### src/rtl/s35932_misr_compaction_ctrl.sv
// s35932_misr_compaction_ctrl
// Sequences a shared CRC/MISR signature register: seeds it, compacts a
// programmed number of words taken round-robin from NREQ requesters, then
// compares the result against a golden signature and reports pass/fail.
// Optional feature macro: MISR_TIMEOUT_EN. When it is defined, an idle
// watchdog runs in COMPACT and raises err.
module s35932_misr_compaction_ctrl #(
    parameter int unsigned       WIDTH   = 32,
    parameter int unsigned       NREQ    = 4,
    parameter logic [WIDTH-1:0]  POLY    = 32'h0001_0811,
    parameter int unsigned       CNT_W   = 16,
    parameter int unsigned       TIMEOUT = 255
) (
    input  logic                  CLK,
    input  logic                  RESET,
    input  logic                  start,
    input  logic                  abort,
    input  logic [WIDTH-1:0]      seed,
    input  logic [WIDTH-1:0]      golden,
    input  logic [CNT_W-1:0]      word_count,
    input  logic [NREQ-1:0]       req_valid,
    input  logic [NREQ*WIDTH-1:0] req_data,
    output logic [NREQ-1:0]       req_ready,
    output logic                  busy,
    output logic                  done,
    output logic                  pass,
    output logic [WIDTH-1:0]      signature,
    output logic                  err
);

    localparam int unsigned PTR_W = (NREQ > 1) ? $clog2(NREQ) : 1;

    typedef enum logic [2:0] {
        ST_IDLE,
        ST_SEED,
        ST_COMPACT,
        ST_CHECK,
        ST_DONE
    } state_t;

    state_t           state_q,     state_d;
    logic [WIDTH-1:0] sig_q,       sig_d;
    logic [WIDTH-1:0] seed_q,      seed_d;
    logic [WIDTH-1:0] golden_q,    golden_d;
    logic [CNT_W-1:0] count_q,     count_d;
    logic [CNT_W-1:0] remaining_q, remaining_d;
    logic [PTR_W-1:0] rr_ptr_q,    rr_ptr_d;
    logic             busy_q,      busy_d;
    logic             done_q,      done_d;
    logic             pass_q,      pass_d;
    logic             err_q,       err_d;

`ifdef MISR_TIMEOUT_EN
    localparam int unsigned TO_W = $clog2(TIMEOUT + 1);
    logic [TO_W-1:0]  idle_cnt_q,  idle_cnt_d;
`endif

    logic [NREQ-1:0]  grant;
    logic [PTR_W-1:0] gnt_idx;
    logic             gnt_found;
    logic             xfer;
    logic [WIDTH-1:0] sel_data;
    logic [WIDTH-1:0] sig_next;

    // Round-robin arbiter: first valid requester at or after the pointer
    always_comb begin
        int unsigned idx;
        idx       = 0;
        grant     = '0;
        gnt_idx   = '0;
        gnt_found = 1'b0;
        for (int unsigned i = 0; i < NREQ; i++) begin
            idx = (32'(rr_ptr_q) + i) % NREQ;
            if (!gnt_found && req_valid[idx]) begin
                gnt_found = 1'b1;
                gnt_idx   = PTR_W'(idx);
            end
        end
        if (state_q == ST_COMPACT && !abort && remaining_q != '0 && gnt_found) begin
            grant[gnt_idx] = 1'b1;
        end
    end

    assign xfer     = |grant;
    assign sel_data = req_data[32'(gnt_idx)*WIDTH +: WIDTH];
    assign sig_next = {sig_q[WIDTH-2:0], 1'b0} ^ (sig_q[WIDTH-1] ? POLY : '0) ^ sel_data;

    // Next-state and datapath: abort wins over any same-cycle transfer
    always_comb begin
        state_d     = state_q;
        sig_d       = sig_q;
        seed_d      = seed_q;
        golden_d    = golden_q;
        count_d     = count_q;
        remaining_d = remaining_q;
        rr_ptr_d    = rr_ptr_q;
        busy_d      = busy_q;
        done_d      = 1'b0;
        pass_d      = pass_q;
        err_d       = err_q;
`ifdef MISR_TIMEOUT_EN
        idle_cnt_d  = idle_cnt_q;
`endif
        case (state_q)
            ST_IDLE: begin
                if (start) begin
                    seed_d   = seed;
                    golden_d = golden;
                    count_d  = word_count;
                    pass_d   = 1'b0;
                    err_d    = 1'b0;
                    busy_d   = 1'b1;
                    state_d  = ST_SEED;
                end
            end
            ST_SEED: begin
                if (abort) begin
                    busy_d  = 1'b0;
                    pass_d  = 1'b0;
                    state_d = ST_IDLE;
                end else begin
                    sig_d       = seed_q;
                    remaining_d = count_q;
`ifdef MISR_TIMEOUT_EN
                    idle_cnt_d  = '0;
`endif
                    state_d     = (count_q == '0) ? ST_CHECK : ST_COMPACT;
                end
            end
            ST_COMPACT: begin
                if (abort) begin
                    busy_d  = 1'b0;
                    pass_d  = 1'b0;
                    state_d = ST_IDLE;
                end else if (xfer) begin
                    sig_d       = sig_next;
                    remaining_d = remaining_q - CNT_W'(1);
                    rr_ptr_d    = (gnt_idx == PTR_W'(NREQ - 1)) ? '0 : gnt_idx + PTR_W'(1);
`ifdef MISR_TIMEOUT_EN
                    idle_cnt_d  = '0;
`endif
                    if (remaining_q == CNT_W'(1)) begin
                        state_d = ST_CHECK;
                    end
                end else begin
`ifdef MISR_TIMEOUT_EN
                    idle_cnt_d = idle_cnt_q + TO_W'(1);
                    if (idle_cnt_q == TO_W'(TIMEOUT - 1)) begin
                        err_d   = 1'b1;
                        pass_d  = 1'b0;
                        busy_d  = 1'b0;
                        done_d  = 1'b1;
                        state_d = ST_DONE;
                    end
`endif
                end
            end
            ST_CHECK: begin
                if (abort) begin
                    busy_d  = 1'b0;
                    pass_d  = 1'b0;
                    state_d = ST_IDLE;
                end else begin
                    pass_d  = (sig_q == golden_q);
                    busy_d  = 1'b0;
                    done_d  = 1'b1;
                    state_d = ST_DONE;
                end
            end
            ST_DONE: begin
                state_d = ST_IDLE;
            end
            default: begin
                busy_d  = 1'b0;
                state_d = ST_IDLE;
            end
        endcase
    end

    // State and registered outputs
    always_ff @(posedge CLK or negedge RESET) begin
        if (!RESET) begin
            state_q     <= ST_IDLE;
            sig_q       <= '0;
            seed_q      <= '0;
            golden_q    <= '0;
            count_q     <= '0;
            remaining_q <= '0;
            rr_ptr_q    <= '0;
            busy_q      <= 1'b0;
            done_q      <= 1'b0;
            pass_q      <= 1'b0;
            err_q       <= 1'b0;
`ifdef MISR_TIMEOUT_EN
            idle_cnt_q  <= '0;
`endif
        end else begin
            state_q     <= state_d;
            sig_q       <= sig_d;
            seed_q      <= seed_d;
            golden_q    <= golden_d;
            count_q     <= count_d;
            remaining_q <= remaining_d;
            rr_ptr_q    <= rr_ptr_d;
            busy_q      <= busy_d;
            done_q      <= done_d;
            pass_q      <= pass_d;
            err_q       <= err_d;
`ifdef MISR_TIMEOUT_EN
            idle_cnt_q  <= idle_cnt_d;
`endif
        end
    end

    assign req_ready = grant;
    assign busy      = busy_q;
    assign done      = done_q;
    assign pass      = pass_q;
    assign signature = sig_q;
    assign err       = err_q;

endmodule

### config.mk
export PLATFORM = sky130hd
export DESIGN_NAME = s35932_misr_compaction_ctrl
export DESIGN_NICKNAME = d
export VERILOG_FILES = /design/src/rtl/s35932_misr_compaction_ctrl.sv
export SDC_FILE = /design/constraint.sdc
export NUM_CORES = 1
export LEC_CHECK = 0
export ABC_CLOCK_PERIOD_IN_PS = 2650
export CAP_MARGIN = 25
export CORE_MARGIN = 1
export CORE_UTILIZATION = 42
export DETAILED_ROUTE_END_ITERATION = 10
export PLACE_DENSITY = 0.77
export SLEW_MARGIN = 20
export SYNTH_ARGS = -nofsm -noshare
export SYNTH_HDL_FRONTEND = slang
export SYNTH_SLANG_ARGS = --single-unit
### constraint.sdc
create_clock -name CLK -period 2.65 [get_ports CLK]
set_clock_uncertainty 0.05 [all_clocks]
set_input_delay 0.265 -clock CLK [delete_from_list [all_inputs] [get_ports CLK]]
set_output_delay 0.265 -clock CLK [all_outputs]
set_load 0.02 [all_outputs]
==> flow_summary.json <==
{
  "start_kind": "flip-flop",
  "syn2layout_area_growth_pct": 49.6,
  "setup_slack_ns": -0.00596,
  "grt_pass1_vias": 6817,
  "hold_viol": 0,
  "final.fill_count": 1455,
  "place_inst": 1224,
  "die_y_um": 138,
  "drc": 26,
  "vias_per_cell": 5.38,
  "relSlewSlack_pct": 66.2,
  "grt-ovfl-total": 0,
  "core.rowCount": 49,
  "violations": "design-rule violations, negative setup slack",
  "ys_seq_area_share_pct": 43.7,
  "clkLatencyLatePin_ns": 0.42,
  "grt_pass1_wl_um": 36700,
  "async_flop_share_pct": 100,
  "pwr_density_cell_nw_per_um2": 1010,
  "cp.required_ns": 2.34,
  "yosys_warnings": 0,
  "fin_area_um2": 11600,
  "multi_input_area_um2": 4220,
  "rsz0062_at_grt": "yes",
  "vias": 6811,
  "syn_area_per_cell_um2": 10.5,
  "drt_wl_total_um": 23100,
  "die_w_um": 138,
  "synth-edff-count": 0,
  "fin_crit_ns": 2.66,
  "ant_nets": 0,
  "drv_slew": 0,
  "crit_arrival_ns": 2.34,
  "first_iter_violations": 465,
  "leakage_nw": 4.66,
  "core_area_um2": 18100,
  "status": "complete, but fails checks",
  "cts.sinks": 136,
  "nNetsFinal": 1245,
  "place_area_um2": 10900,
  "endpoint_kind": "output pin",
  "regArea_um2": 3400,
  "dpl.hpwl_um": 16800,
  "crit_fanout": 5,
  "drive_gt1_share_pct": 19.5,
  "cts-root-buf": "clkbuf_16",
  "htreeDepth": 4,
  "cts_max_path_buffers": 2,
  "initial_core_util_pct": 43.1,
  "antenna_found_initial": 0,
  "fin_cells": 1266,
  "peakVddDrop_mv": 0.543,
  "synthCells": 744,
  "path_clk_slew_ns": 0.06,
  "dp_slack_ns": -0.320,
  "tightest_slew_ns": 0.494,
  "synth_cell_types": 49,
  "critPathKind": "reg2out",
  "drv_cap": 0,
  "synth_nets": 965,
  "die_area_um2": 19100,
  "grt_usage_pct": 24.8,
  "syn_area_um2": 7790,
  "wl_per_cell_um": 18.3,
  "setup_viol": 4,
  "grt_max_degree": 59,
  "cts_tree": "yes",
  "antenna_cells": 0,
  "worstHoldPathType": "in2async",
  "fmax_ghz": 0.377,
  "firstDrtPassIters": 8,
  "num_io_pins": 256,
  "synth_flop_cell": "dfrtp_1",
  "postSynthRegisterBits": 136,
  "min_period_over_period_pct": 100,
  "numCtsBuffers": 17,
  "gp_congestion": 0.866,
  "portBuffers": 254
}
## cells in the mapped netlist, drive strengths merged (3+ instances only)
master,count,area (um^2)
a2111oi,3,26.3
mux2i,59,591
and2,5,31.3
nor4,9,56.3
nand2,42,165
o21ai,80,404
o22ai,36,225
mux2,87,980
clkbuf,23,90.1
xnor2,75,657
a21oi,34,181
ha,5,62.6
buf,23,126
or3,5,36.3
inv,8,30.0
dfrtp,136,3400
nor2,26,97.6
nand4,5,31.3
nor3,13,70.1
and3,3,18.8
or4,4,30.0
nand2b,5,31.3
nand3,13,65.1
nor4b,8,70.1
xor2,19,166
## sequential cells by signal (all words and copies together), names as in the netlist
signal	count
count_q	16
busy	1
remaining_q	16
state_q	3
signature	32
pass	1
golden_q	32
done	1
seed_q	32
rr_ptr_q	2
## routing by layer
layer	up-vias	wire (um)	GRT usage, %
met5	-	0	0
met4	0	352	7.27
met3	24	1470	5.58
met2	269	11500	42.1
met1	3279	9780	31.6
li1	3239	-	-
## report_power, final
group          leakage (nW)  internal [mW]  switching (mW)
Sequential             1.61           3.01            1.04
Combinational          2.77           2.91            2.41
Clock                 0.272           1.42           0.927
## through the flow
step / util, % / hold WS (ns) / setup TNS (ns) / power (mW)
after floorplan: - / -0.0806 / 0 / 7.12
after global placement: 60.1 / 0.196 / -7.93 / 9.02
after detailed placement: 60.1 / 0.193 / -10.49 / 9.19
after CTS: 63.6 / 0.332 / -0.0584 / 11.6
after global routing: 64.4 / 0.374 / -1.71 / 12.4
final: 64.4 / 0.310 / -0.0163 / 11.7
## kinds of logic after synthesis
logic type	after synthesis	synth area share, %
adder cells (fa/ha/maj)	5	0.803
AND/OR/NAND/NOR	146	9.78
other	1	0.0482
buffers and inverters	54	3.17
AO/OA/AOI/OAI	162	11.8
XOR/XNOR	94	10.6
flip-flops	136	43.7
multiplexers	146	20.2
## placed cells by master (no fill, tap or decap), types with 16 or more instances in the layout
cell type	instances
a21oi_1	33
buf_4	37
clkbuf_16	19
clkdlybuf4s50_1	249
dfrtp_1	135
mux2_2	87
mux2i_1	58
nand2_1	41
nor2_1	25
o21ai_0	60
o21ai_1	16
o22ai_1	36
xnor2_1	75
xor2_1	19
## final timing paths
check / cells after the start / start / slack, ns / endpoint
setup reg to reg: 11 / remaining_q[0] / 0.03 / signature[1]
hold / removal: 2 / RESET / 0.31 / golden_q[25]
max in group asynchronous: 3 / RESET / 1.48 / remaining_q[2]
setup / recovery: 7 / remaining_q[0] / -0.006 / req_ready[2]
hold reg to reg: 1 / remaining_q[6] / 0.44 / remaining_q[6]
min in group CLK: 2 / word_count[14] / 0.40 / count_q[14]
## critical path, cell delays in order (launching register included)
cell      delay, ns
dfrtp_1        0.40
inv_2          0.09
ha_4           0.14
or3b_4         0.37
or3_4          0.34
o2111a_2       0.31
and2_4         0.15
buf_6          0.12
## final cells by class
type / instances / share of cell area [%]
inverter: 8 / 0.258
clock inverter: 13 / 1.26
tap: 229 / 2.46
multi-input combinational: 554 / 36.3
timing repair buffer: 307 / 26.7
clock buffer: 19 / 3.80
sequential: 136 / 29.2
## repair_timing
item                                    CTS  global route
pin swaps                                 5             4
cloned                                    0             3
hold buffers                              1             0
gates resized for setup                  35            20
setup buffers                             0             6
hold endpoints to repair                 52             0
endpoints found under the setup margin   27            52
(Power assumes the default switching activity.)
==> RTL edit 1: new RTL, same settings <==
Add a define of `MISR_TIMEOUT_EN`.
--- a/src/rtl/s35932_misr_compaction_ctrl.sv
+++ b/src/rtl/s35932_misr_compaction_ctrl.sv
@@ -4,6 +4,8 @@
 // compares the result against a golden signature and reports pass/fail.
 // Optional feature macro: MISR_TIMEOUT_EN. When it is defined, an idle
 // watchdog runs in COMPACT and raises err.
+`define MISR_TIMEOUT_EN
+
 module s35932_misr_compaction_ctrl #(
     parameter int unsigned       WIDTH   = 32,
     parameter int unsigned       NREQ    = 4,
Formal check against the unedited RTL: same outputs for any inputs over 4 cycles, from zero or initial values and one cycle with RESET low; that may be too few to reach the edited logic, so the function may still have changed.
==> RTL edit 1 against the unedited design <==
Setup slack improved by 0.016 ns; final area rose by 7.7%; largest power group unchanged; non-clock buffer count rose by 10; register-to-register slack improved by 0.05 ns; die area rose by 12%; maximum frequency rose by 0.60%; sequential share of layout area fell by 0.30 points; combinational power rose by 39%; synthesized area rose by 12%; sequential cell count rose by 9; routed wire length rose by 16%; highest routed layer unchanged; total power rose by 20%.
==> RTL edit 1: results (changes against the unedited design) <==
grt_first_pass_wirelength_um: 42900  # was 36,700 um
timing.rr.end: "signature[3]$_DFFE_PN0P_"  # was signature[1]$_DFFE_PN0P_
status: "finished clean"  # was finished, violations left
peakVddDrop_mv: 0.537  # was 0.543 mV
wl_met3_um: 1410  # was 1470 um
seqPwrFrac_pct: 30.9  # was 34.6%
critPathLaunch: "remaining_q[9]$_DFFE_PN0P_"  # was remaining_q[0]$_DFFE_PN0P_
dr_total_vias: 7742  # was 6,811
grt_pass1_vias: 7991  # was 6,817
antenna_found_initial: 2  # was 0
final_layout_size_suffix_gt1_share_pct: 26.2  # was 19.5%
synthTopCellsByCount: "dfrtp_1, mux2_2, and3_1"  # was dfrtp_1, mux2_2, xnor2_1
p_int_uw: 8600  # was 7330 uW
synth-xor-area-share_pct: 3.52  # was 10.6%
wl_met1_um: 11700  # was 9780 um
use_met1_pct: 33.0  # was 31.6%
ys_top_cells_by_area: "dfrtp_1, mux2_2, and3_1, a211oi_2, mux2_4"  # was dfrtp_1, mux2_2, xnor2_1, mux2i_1, o21ai_0
relSlewSlack_pct: 57.8  # was 66.2%
place_ws_ns: -0.273  # was -0.320 ns
finalNetCount: 1325  # was 1,245
crit_end: "req_ready[0]"  # was req_ready[2]
r2r_setup_slack_ns: 0.08  # was 0.03 ns
grtUsageMet2_pct: 42.6  # was 42.1%
wl_met2_um: 13000  # was 11,500 um
drt_iter0_markers: 416  # was 465
p_leak_uw: 0.00512  # was 0.00466 uW
use_met3_pct: 5.09  # was 5.58%
syn_nets: 1046  # was 965
syn_inst: 823  # was 744
worst-r2r-cell-count: 9  # was 11
place.port_buffers: 255  # was 254
routedWlPerCell_um: 19.4  # was 18.3 um
grtUsageTotal_pct: 25.6  # was 24.8%
r2r-start: "rr_ptr_q[1]$_DFFE_PN0P_"  # was remaining_q[0]$_DFFE_PN0P_
synth-adder-area-share_pct: 1.00  # was 0.803%
-- RTL edit 1: per-stage QoR --
step / cell area [um2] / total power (uW) / utilization, % / hold WS, ns
floorplan: 8770 / 9030 / - / -0.0806
CTS: 12500 / 14100 / 61.6 / 0.376
finish: 12500 / 14100 / 61.8 / 0.356
global route: 12500 / 15000 / 61.8 / 0.390
detailed placement: 11900 / 11700 / 58.7 / 0.255
global placement: 11900 / 11500 / 58.7 / 0.249
-- RTL edit 1: layout make-up --
class | instances | area [um2]
Clock inverter | 12 | 135
Tap cell | 270 | 338
Sequential cell | 145 | 3630
Antenna cell | 2 | 5.00
Fill cell | 1700 | 7750
Inverter | 15 | 56.3
Timing Repair Buffer | 317 | 3110
Multi-Input combinational cell | 606 | 4840
Clock buffer | 19 | 433
-- RTL edit 1: timing repair --
item                                    in CTS  in global routing
hold buffers                                 1                  0
buffers inserted                             0                  2
gates resized for setup                      6                  8
hold endpoints to repair                    60                  0
gates cloned                                 0                  0
pin swaps                                    1                  0
endpoints found under the setup margin       4                 22
==> RTL edit 2: new RTL, same flow settings <==
Made on the original files. The 5 states of `state_t` get a Gray code encoding in 3 bits.
--- a/src/rtl/s35932_misr_compaction_ctrl.sv
+++ b/src/rtl/s35932_misr_compaction_ctrl.sv
@@ -31,11 +31,11 @@
     localparam int unsigned PTR_W = (NREQ > 1) ? $clog2(NREQ) : 1;
 
     typedef enum logic [2:0] {
-        ST_IDLE,
-        ST_SEED,
-        ST_COMPACT,
-        ST_CHECK,
-        ST_DONE
+        ST_IDLE    = 3'b000,
+        ST_SEED    = 3'b001,
+        ST_COMPACT = 3'b011,
+        ST_CHECK   = 3'b010,
+        ST_DONE    = 3'b110
     } state_t;
 
     state_t           state_q,     state_d;
Formal check against the unedited RTL: same outputs for any inputs over 4 cycles, from zero or initial values and one cycle with RESET low; so few cycles prove little.
==> RTL edit 2 against the unedited design <==
Synthesized area grew 11%; non-clock buffer count up 15; routed wire length grew 32%; via count grew 27%; sequential cell count is the same; total power rose by 11%; sequential share of layout area shrank 2.3 points; setup slack improved by 0.053 ns; largest power group unchanged; critical endpoint is now state_q[0]$_DFFE_PN0P_; final area is 8.6% higher; hold slack gained 0.055 ns.
==> RTL edit 2: results (changes against the unedited design) <==
status: "finished clean"  # was finished, violations left
p_int_uw: 7660  # was 7330 uW
place_ws_ns: -0.301  # was -0.320 ns
r2r-start: "rr_ptr_q[1]$_DFFE_PN0P_"  # was remaining_q[0]$_DFFE_PN0P_
ys.flop_type: "dfrtp_1"  # unchanged
clkPwrFrac_pct: 18.1  # was 20.0%
dr.pass1.iters: 5  # was 8
path_delay_family: "simple AND/OR/NAND/NOR gates"  # unchanged
cts.path.max_buffers: 2  # unchanged
yosys_warnings: 0  # unchanged
syn_inst: 910  # was 744
cts_made_buffers: 17  # unchanged
place.port_buffers: 254  # unchanged
cp_slowest_stage_delay_ns: 0.45  # was 0.40 ns
grt_pass1_vias: 8455  # was 6,817
cts_htree_levels: 4  # unchanged
syn_nets: 1131  # was 965
path_clk_slew_ns: 0.06  # about the same
hp-class: "in2async"  # unchanged
fillerInstances: 1643  # was 1,455
place_area_um2: 11900  # was 10,900 um2
postRouteWirelength_um: 30400  # was 23,100 um
drt_iter0_markers: 888  # was 465
grt_first_pass_wirelength_um: 46900  # was 36,700 um
slowest_stage: "dfrtp_2"  # was dfrtp_1
routedWlPerCell_um: 20.8  # was 18.3 um
grt_max_degree: 70  # was 59
root_buffer: "clkbuf_16"  # unchanged
place_inst: 1427  # was 1,224
place_congestion: 0.861  # was 0.866
antenna_found_initial: 1  # was 0
synth.distinct_cells: 58  # was 49
dpl.hpwl_um: 22400  # was 16,800 um
powerDensity_nw_per_um2: 1030  # was 1010 nW/um2
peakVddDrop_mv: 0.523  # was 0.543 mV
cp_max_fo: 8  # was 5
async_flop_share_pct: 100  # unchanged
tightest_slew_ns: 0.775  # was 0.494 ns
seq_area_frac_synth_pct: 39.2  # was 43.7%
p_leak_uw: 0.00522  # was 0.00466 uW
critPathLaunch: "rr_ptr_q[1]$_DFFE_PN0P_"  # was remaining_q[0]$_DFFE_PN0P_
p_comb_uw: 6280  # was 5320 uW
final_layout_size_suffix_gt1_share_pct: 18.5  # was 19.5%
grtUsageTotal_pct: 28.5  # was 24.8%
ys_top_cells_by_area: "dfrtp_1, mux2_2, or3_1, a21oi_1, a21boi_0"  # was dfrtp_1, mux2_2, xnor2_1, mux2i_1, o21ai_0
arrival_ns: 2.86  # was 2.34 ns
clk_latency_ns: 0.43
synthTopCellsByCount: "dfrtp_1, mux2_2, a21oi_1"  # was dfrtp_1, mux2_2, xnor2_1
vias_per_cell: 5.92  # was 5.38
-- RTL edit 2: cell families after synthesis --
group,count (synthesis),synth area share [%]
flip-flops,136,39.2
multiplexers,111,14.0
XOR/XNOR,35,3.53
adder cells (fa/ha/maj),5,0.721
AO/OA/AOI/OAI,245,19.3
buffers and inverters,80,4.18
other,1,0.0432
AND/OR/NAND/NOR,297,19.0
-- RTL edit 2: path summary, 6_finish.rpt --
kind,endpoint,slack [ns],depth (start not counted)
worst max-delay path,state_q[0]$_DFFE_PN0P_,0.05,13
worst min-delay path,seed_q[25]$_DFFE_PN0P_,0.37,2
worst max register to register,state_q[0]$_DFFE_PN0P_,0.05,13
worst min register to register,seed_q[23]$_DFFE_PN0P_,0.46,1
max in group asynchronous,golden_q[26]$_DFFE_PN0P_,1.42,3
min in group CLK,golden_q[6]$_DFFE_PN0P_,0.39,2
-- RTL edit 2: timing repair --
item	in CTS	in global routing
hold buffers	1	0
gates resized for setup	7	14
pin swaps	0	6
endpoints found under the hold margin	67	0
cloned	0	1
setup endpoints to repair	51	49
setup buffers	0	3
-- RTL edit 2: layout make-up --
type                       count  area [um2]  share of cell area (%)
sequential                   136        3400                    26.9
multi-input combinational    694        5050                    39.9
antenna                        1        2.50                  0.0198
timing repair buffer         322        3240                    25.6
inverter                      10        37.5                   0.297
tap                          270         338                    2.67
clock inverter                15         153                    1.21
clock buffer                  17         425                    3.36
-- RTL edit 2: metal layers --
| layer | GRT usage (%) | wire, um | vias to the layer above |
|---|---|---|---|
| met2 | 47.6 | 14700 | 462 |
| li1 | - | - | 3950 |
| met1 | 36.9 | 12500 | 4211 |
| met5 | 0 | 0 | - |
| met3 | 4.42 | 2320 | 57 |
| met4 | 11.2 | 921 | 0 |
